## config.mk

```make
export PLATFORM = sky130hd
export DESIGN_NAME = norm_check_vec_ctrl
export DESIGN_NICKNAME = d
export VERILOG_FILES = /design/src/rtl/norm_check_vec_ctrl.sv
export SDC_FILE = /design/constraint.sdc
export NUM_CORES = 1
export LEC_CHECK = 0
export ABC_AREA = 0
export CORE_UTILIZATION = 40
export CTS_BUF_LIST = sky130_fd_sc_hd__clkbuf_2 sky130_fd_sc_hd__clkbuf_4 sky130_fd_sc_hd__clkbuf_8
export DETAILED_ROUTE_END_ITERATION = 6
export PLACE_DENSITY = 0.65
export SLEW_MARGIN = 20
export SYNTH_ARGS = -nofsm -noshare
export SYNTH_HDL_FRONTEND = slang
export SYNTH_SLANG_ARGS = --single-unit
```

## constraint.sdc

```tcl
create_clock -name clk -period 9.45 [get_ports clk]
set_input_delay 1.4175 -clock clk [delete_from_list [all_inputs] [get_ports clk]]
set_output_delay 1.4175 -clock clk [all_outputs]
set_load 0.02 [all_outputs]
```

## src/rtl/norm_check_vec_ctrl.sv

```systemverilog
// Read controller for the norm-check datapath: walks every polynomial of a vector,
// one memory word per cycle, each polynomial starting at a random rotation offset.
//
// state | meaning
// IDLE  | waiting for norm_check_enable
// RD    | issuing one read per non-stalled cycle
// DRAIN | no issue; last in-flight word reaches the compare unit
// DONE  | one-cycle completion pulse
module norm_check_vec_ctrl #(
    parameter int MLDSA_N            = 256,
    parameter int COEFF_PER_ADDR     = 4,
    parameter int MAX_POLY           = 8,
    parameter int EARLY_EXIT         = 1,
    parameter int ABR_MEM_ADDR_WIDTH = 15,
    parameter int MODE_W             = 2,
    localparam int POLY_DEPTH        = MLDSA_N / COEFF_PER_ADDR,
    localparam int OFS_W             = $clog2(POLY_DEPTH)
) (
    input  logic                          clk,
    input  logic                          reset_n,
    input  logic                          zeroize,
    input  logic                          norm_check_enable,
    input  logic [MODE_W-1:0]             mode,
    input  logic [3:0]                    poly_cnt,
    input  logic [OFS_W-1:0]              randomness,
    input  logic [ABR_MEM_ADDR_WIDTH-1:0] mem_base_addr,
    input  logic                          stall,
    input  logic                          invalid_in,
    output logic [1:0]                    mem_rd_req_rd_wr_en,
    output logic [ABR_MEM_ADDR_WIDTH-1:0] mem_rd_req_addr,
    output logic [MODE_W-1:0]             mode_q,
    output logic                          check_enable,
    output logic                          poly_last,
    output logic                          invalid_sticky,
    output logic                          busy,
    output logic                          norm_check_done
);

    localparam int AW     = ABR_MEM_ADDR_WIDTH;
    localparam int PIDX_W = $clog2(MAX_POLY + 1);

    localparam logic [1:0] RW_IDLE = 2'b00;
    localparam logic [1:0] RW_READ = 2'b01;

    typedef enum logic [1:0] {
        S_IDLE  = 2'd0,
        S_RD    = 2'd1,
        S_DRAIN = 2'd2,
        S_DONE  = 2'd3
    } state_t;

    state_t              state_q, state_d;
    logic [OFS_W-1:0]    word_cnt_q, word_cnt_d;
    logic [PIDX_W-1:0]   poly_idx_q, poly_idx_d;
    logic [PIDX_W-1:0]   poly_num_q, poly_num_d;
    logic [OFS_W-1:0]    ofs_q, ofs_d;
    logic [AW-1:0]       base_q, base_d;
    logic [MODE_W-1:0]   mode_d;
    logic                check_enable_q, check_enable_d;
    logic                poly_last_q, poly_last_d;
    logic                invalid_sticky_q, invalid_sticky_d;

    logic                issue;
    logic                word_last;
    logic                poly_final;
    logic [OFS_W-1:0]    ofs_sum;
    logic [AW-1:0]       rd_addr;
    logic [PIDX_W-1:0]   poly_clamp;

    assign poly_clamp = (int'(poly_cnt) > MAX_POLY) ? PIDX_W'(MAX_POLY) : PIDX_W'(poly_cnt);
    assign word_last  = (word_cnt_q == OFS_W'(POLY_DEPTH - 1));
    assign poly_final = (poly_idx_q == (poly_num_q - PIDX_W'(1)));

    // Offset sum wraps naturally in OFS_W bits, keeping reads inside the polynomial.
    assign ofs_sum = ofs_q + word_cnt_q;
    assign rd_addr = base_q + AW'({poly_idx_q, ofs_sum});

    assign busy = (state_q != S_IDLE);

    always_comb begin
        state_d          = state_q;
        word_cnt_d       = word_cnt_q;
        poly_idx_d       = poly_idx_q;
        poly_num_d       = poly_num_q;
        ofs_d            = ofs_q;
        base_d           = base_q;
        mode_d           = mode_q;
        invalid_sticky_d = invalid_sticky_q | (busy & invalid_in);
        issue            = 1'b0;

        case (state_q)
            S_IDLE: begin
                if (norm_check_enable) begin
                    mode_d           = mode;
                    base_d           = mem_base_addr;
                    poly_num_d       = poly_clamp;
                    word_cnt_d       = '0;
                    poly_idx_d       = '0;
                    ofs_d            = randomness;
                    invalid_sticky_d = 1'b0;
                    // An empty vector still passes through DRAIN so done lands on cycle 2.
                    state_d          = (poly_clamp == '0) ? S_DRAIN : S_RD;
                end
            end
            S_RD: begin
                issue = !stall;
                if (issue) begin
                    if (word_last) begin
                        word_cnt_d = '0;
                        poly_idx_d = poly_idx_q + PIDX_W'(1);
                        ofs_d      = randomness;
                        if (poly_final) begin
                            state_d = S_DRAIN;
                        end
                    end else begin
                        word_cnt_d = word_cnt_q + OFS_W'(1);
                    end
                end
                if ((EARLY_EXIT != 0) && invalid_in) begin
                    state_d = S_DRAIN;
                end
            end
            S_DRAIN: state_d = S_DONE;
            S_DONE:  state_d = S_IDLE;
            default: state_d = S_IDLE;
        endcase

        if (zeroize) begin
            state_d          = S_IDLE;
            word_cnt_d       = '0;
            poly_idx_d       = '0;
            poly_num_d       = '0;
            ofs_d            = '0;
            base_d           = '0;
            mode_d           = '0;
            invalid_sticky_d = 1'b0;
            issue            = 1'b0;
        end

        check_enable_d = issue;
        poly_last_d    = issue & word_last;
    end

    always_ff @(posedge clk or negedge reset_n) begin
        if (!reset_n) begin
            state_q          <= S_IDLE;
            word_cnt_q       <= '0;
            poly_idx_q       <= '0;
            poly_num_q       <= '0;
            ofs_q            <= '0;
            base_q           <= '0;
            mode_q           <= '0;
            check_enable_q   <= 1'b0;
            poly_last_q      <= 1'b0;
            invalid_sticky_q <= 1'b0;
        end else begin
            state_q          <= state_d;
            word_cnt_q       <= word_cnt_d;
            poly_idx_q       <= poly_idx_d;
            poly_num_q       <= poly_num_d;
            ofs_q            <= ofs_d;
            base_q           <= base_d;
            mode_q           <= mode_d;
            check_enable_q   <= check_enable_d;
            poly_last_q      <= poly_last_d;
            invalid_sticky_q <= invalid_sticky_d;
        end
    end

    assign mem_rd_req_rd_wr_en = issue ? RW_READ : RW_IDLE;
    assign mem_rd_req_addr     = (state_q == S_RD) ? rd_addr : '0;
    assign check_enable        = check_enable_q;
    assign poly_last           = poly_last_q;
    assign invalid_sticky      = invalid_sticky_q;
    assign norm_check_done     = (state_q == S_DONE);

endmodule
```

== Word level (Yosys, flattened, before mapping) ==
Index checks and enable logic that the tools add are counted.

* Word-level logic and storage cells: 81
* Flip-flop bits (word level): 42
* Input port bits: 33
* Output and inout port bits: 24

* Bitwise operators: 3
* Add/sub/neg operators: 5
* Order comparisons: 1
* Eq/ne operators: 11
* Muxes and demuxes: 40
* Reduce and logical (&&, ||, !) cells: 11

{| class="wikitable"
|+ Operators with widths
! cell !! number
|-
| 2-to-1 mux 15 bit || 4
|-
| 2-to-1 mux 6 bit || 8
|-
| 2-to-1 mux 4 bit || 8
|-
| one-hot mux 6 bit (2 select lines) || 2
|-
| 2-to-1 mux 2 bit || 10
|-
| adder 15 x 10 -> 15 bit || 1
|-
| != test 4 bit, second input constant || 3
|-
| != test 3 bit, second input constant || 3
|-
| one-hot mux 2 bit (4 select lines) || 1
|-
| one-hot mux 4 bit (2 select lines) || 1
|-
| AND reduction 4 bit || 2
|-
| adder 6 x 1 -> 6 bit, second input constant || 1
|-
| adder 6 bit || 1
|-
| equality test 6 bit, second input constant || 1
|-
| 2-to-1 mux 1 bit || 6
|-
| nonzero test 2 bit || 3
|-
| adder 4 x 1 -> 4 bit, second input constant || 1
|-
| equality test 2 bit, second input constant || 2
|-
| equality test 4 bit || 1
|-
| > comparator 4 bit, second input constant || 1
|-
| logical NOT 4 bit || 1
|-
| subtractor 4 x 1 -> 4 bit, second input constant || 1
|-
| AND reduction 3 bit || 1
|-
| nonzero test 3 bit || 1
|-
| 6 further kinds || 7
|}

== Longest topological paths before layout ==
* Depth after elaboration: 8
* Depth in mapped cells: 13
* Depth with buffers taken out: 13

== Worst setup path before layout ==
Ideal clock, no wire load.

* Path type: reg-to-output
* Start: reg word_cnt_q[1]
* End: out mem_rd_req_addr[10]
* Cell stages (with the launch flop): 13
* Slack: 5007 ps
* Arrival: 3026 ps
* Data required time: 8033 ps
* Path buffers: 0
* Cells stage by stage: dfrtp_1 -> ha_1 -> a21o_1 -> a21oi_1 -> o21bai_1 -> a21oi_1 -> xnor2_1 -> ha_1 -> a21o_1 -> or3_1 -> o211ai_2 -> a21oi_1 -> nor3b_1

* Longest elaborated chain between the ends: 3

{| class="wikitable"
|+ RTL lines
! element !! RTL line !! text
|-
| start: declaration || 53 || <nowiki>logic [OFS_W-1:0] word_cnt_q, word_cnt_d;</nowiki>
|-
| start signal: assignment || 158 || <nowiki>word_cnt_q <= word_cnt_d;</nowiki>
|-
| adder 6 bit || 75 || <nowiki>assign ofs_sum = ofs_q + word_cnt_q;</nowiki>
|-
| adder 15 x 10 -> 15 bit || 76 || <nowiki>assign rd_addr = base_q + AW'({poly_idx_q, ofs_sum});</nowiki>
|-
| 2-to-1 mux 15 bit || 171 || <nowiki>assign mem_rd_req_addr = (state_q == S_RD) ? rd_addr : '0;</nowiki>
|-
| end: declaration || 30 || <nowiki>output logic [ABR_MEM_ADDR_WIDTH-1:0] mem_rd_req_addr,</nowiki>
|}

Every way passes these cells.

== Worst setup path after layout ==
Ends and elaborated chain as after synthesis.

==> summary.txt <==
Routing
  • DRC: 0
  • TritonRoute pass-1 iters: 4
  • Final ANT Viol Nets: 0
  • DR vias: roughly 2400
  • Aggregate routed wire length: about 6.5 mm
  • Initial DRC Count: 71
  • Drt via density: 4.89
  • Wirelength per Cell: around 13 um

Global route
  • First-pass GRT wire length: 11.2 mm
  • Number of global-route vias before repair: between 2000 and 2500
  • GRT Total Usage: a little under a fifth
  • Initial antenna violation count: 0
  • Total gr overflow: 0
  • Pin count of the biggest net entering global routing: between 40 and 50

Critical path
  • CP most frequent cell: a21oi_1
  • Critical Path Start Type: flip-flop
  • Critical Path End: mem_rd_req_addr[10]
  • Worst R2R End: poly_idx_q[0]
  • Largest stage delay, worst path: 0.63 ns
  • FF-to-FF Start: state_q[1]
  • Critical path launch point: word_cnt_q[1]
  • CP cell instances: ha_1 -> a21o_1 -> a21oi_1 -> o21bai_1 -> a21oi_1 -> xnor2_1 -> ha_1 -> a21o_1 -> or3_1 -> o211ai_2 -> a21oi_1 -> nor3b_1 -> clkdlybuf4s50_1
  • CP Class: reg2out
  • Crit path DAT: between 3 and 4 ns
  • Required @ worst endpoint: about 8.0 ns
  • CP Capture Type: output port
  • CP Max Fanout: 5
  • Worst R2R Setup Slack: roughly 7 ns
  • CP max stage cell: clkdlybuf4s50_1
  • Worst r2r path cells: 7

Synthesis
  • Syn nets: a little under 400
  • Count of cell types in the netlist: 38
  • Largest area contributor in the netlist: dfrtp_1
  • Ys async rst share: 100%
  • Syn Inst Count: 340
  • Yosys reg bits: 42
  • Ys flop type: dfrtp_1
  • Post-Syn Area: 2870 sq um
  • EDFF count, synth: 0
  • Synth top area share: 36.6%
  • Area contributors post-synth: dfrtp_1 (37%), ha_1 (9.6%), nand2b_1 (7.4%)
  • Synth warnings: 0
  • Mapped Avg Cell Area: between 8 and 9 sq um
  • Seq/Total Area, Yosys: between 30% and 40%

Clocking
  • CTS Root Cell: clkbuf_8
  • Post CTS Setup Buffer Count: 0
  • Max clock buf depth: 2
  • Total CTS buffers: 5
  • Clk_lat worst skew: roughly 0.30 ns
  • CTS Sinks: 42
  • CTS HTree Levels: 2
  • Clock slew at reported path FFs: 0.09 ns
  • TritonCTS clock tree: done
  • Cts hold-fix bufs: 0
  • Resize count post-CTS: 0

STA
  • Slew HR: 34.1%
  • Fmax: ~0.19 GHz
  • RSZ-0062 raised after global routing: false
  • Tcrit/Tclk final: a little under three fifths
  • Final number of hold-violating endpoints: 0
  • Clock skew: 0.00772 ns
  • Final TNS setup: 0 ns
  • Slew Viols, Final: 0
  • Minimum clock period: roughly 5.3 ns
  • Final setup fails: 0
  • Slew at the pin with the worst max-slew slack: 0.988 ns

Layout
  • Commonest non-fill, non-tap cell in the layout: clkdlybuf4s50_1
  • Synthesis-to-layout area growth: 25.0%
  • Share of cells above drive strength 1: ~4.6%
  • Antenna cells: 0
  • Fillers: roughly 670
  • NumNets Final: 446
  • Most frequent cells in the layout: clkdlybuf4s50_1 (54), nand2_1 (50), dfrtp_1 (42)

Power
  • Pwr Total: 774 uW
  • Peak VDD IR: around 0.11 mV
  • Logic pwr share: about half
  • Clock power frac: between 10% and 20%
  • Reg power frac: approximately a third
  • P_int: 458 uW
  • Pwr/cell area: between 200 and 250 nW/um^2
  • Net Sw Frac: between 40% and 50%
  • Leakage: about 0.0016 uW
  • Sw Pwr: between 300 and 400 uW

Placement
  • GPL Wtd Cong: approximately 0.79
  • Port bufs: 55
  • DP HPWL: around 4.8 mm

Floorplan
  • Core Region: 6870 sq um
  • Die ar.: around 7500 sq um
  • Ports: 57
  • DIE WIDTH: 86.7 um
  • Row Count: 30
  • Die Y: approximately 87 um
  • Starting Density: about two fifths

Min path
  • Worst Hold Class: reg2reg

Flow run
  • Max-cap violations: 0

Run status
  • Status: finished, final reports clean
[metrics by stage]
step	setup slack (ns)	utilization, %	hold WS (ns)	cell area [sq um]	std cells
after floorplan	5.01	-	0.452	2870	340
after global placement	4.60	50.6	0.464	3480	478
after detailed placement	4.48	50.6	0.470	3480	478
after CTS	4.12	52.3	0.490	3590	486
after global routing	3.91	52.3	0.535	3590	486
final	4.15	52.3	0.486	3590	486
[per-layer routing]
| layer | share of wire (%) | vias up | track usage, % |
|---|---|---|---|
| met5 | 0 | - | 0 |
| met4 | 1.3 | 0 | 6.06 |
| met3 | 2.6 | 6 | 3.05 |
| met2 | 45 | 40 | 30.8 |
| met1 | 51 | 1097 | 26.6 |
| li1 | - | 1232 | - |
[cells by family (layout without fill, tap and decap cells)]
logic type               count (synthesis)  after routing  share of synthesized area, %
AND/OR/NAND/NOR                        137            137                          23.5
AO/OA/AOI/OAI                           80             80                          15.9
flip-flops                              42             42                          36.6
buffers and inverters                   30             80                          4.70
adder cells (fa/ha/maj)                 24             24                          11.0
XOR/XNOR                                19             19                          5.79
multiplexers                             7              7                          2.48
other                                    1              1                         0.131
[flip-flops by register name, summed over array words and instances (netlist names)]
name            cells
base_q             15
poly_last           1
state_q             2
poly_idx_q          4
mode_q              2
check_enable        1
ofs_q               6
poly_num_q          4
word_cnt_q          6
invalid_sticky      1
[worst min-delay path by stage]
stage	startpoint	endpoint	slack, ns	cells after the start
6_report	mode_q[0]	mode_q[0]	0.49	2
3_5_place_dp	mode_q[0]	mode_q[0]	0.47	2
4_1_cts	mode_q[0]	mode_q[0]	0.49	2
3_3_place_gp	mode_q[1]	mode_q[1]	0.46	2
5_1_grt	base_q[7]	base_q[7]	0.54	2
2_1_floorplan	ofs_q[0]	ofs_q[0]	0.45	2
[cell type report]
cell class	count	area (sq um)	share of cell area (%)
flip-flops and latches	42	1050	29.3
inverters	15	56.3	1.57
well taps	96	120	3.34
multi-input cells	268	1690	47.1
clock inverters	2	37.5	1.04
repair buffers	57	561	15.6
clock buffers	6	76.3	2.12
[cell usage after synthesis (all sizes together) (4+ instances only)]
master,n
buf,5
xor2,9
clkbuf,10
xnor2,10
mux2i,6
inv,15
nand2b,34
and2,4
nand3,10
ha,22
nor2,22
nand2,50
a21o,6
dfrtp,42
a21oi,24
o21ai,40
nor3,6
[power groups by stage]
stage          registers, uW  logic, uW  clock network (uW)
3_3_place_gp             248        375                   0
4_1_cts                  245        385                 153
6_report                 245        381                 148
3_5_place_dp             249        381                   0
2_1_floorplan            244        266                   0
5_1_grt                  250        429                 159
[critical path, delay by kind of cell (launching register included)]
kind                       cells  cell delay, ns
AOI/OAI and AO/OA              7            1.22
xor gates and xnor gates       1            0.14
adders and majority gates      2            0.62
buffers and inverters          1            0.63
DFF                            1            0.44
and+or+nand+nor                2            0.56
Note: power is estimated with default switching activity, not from simulation.
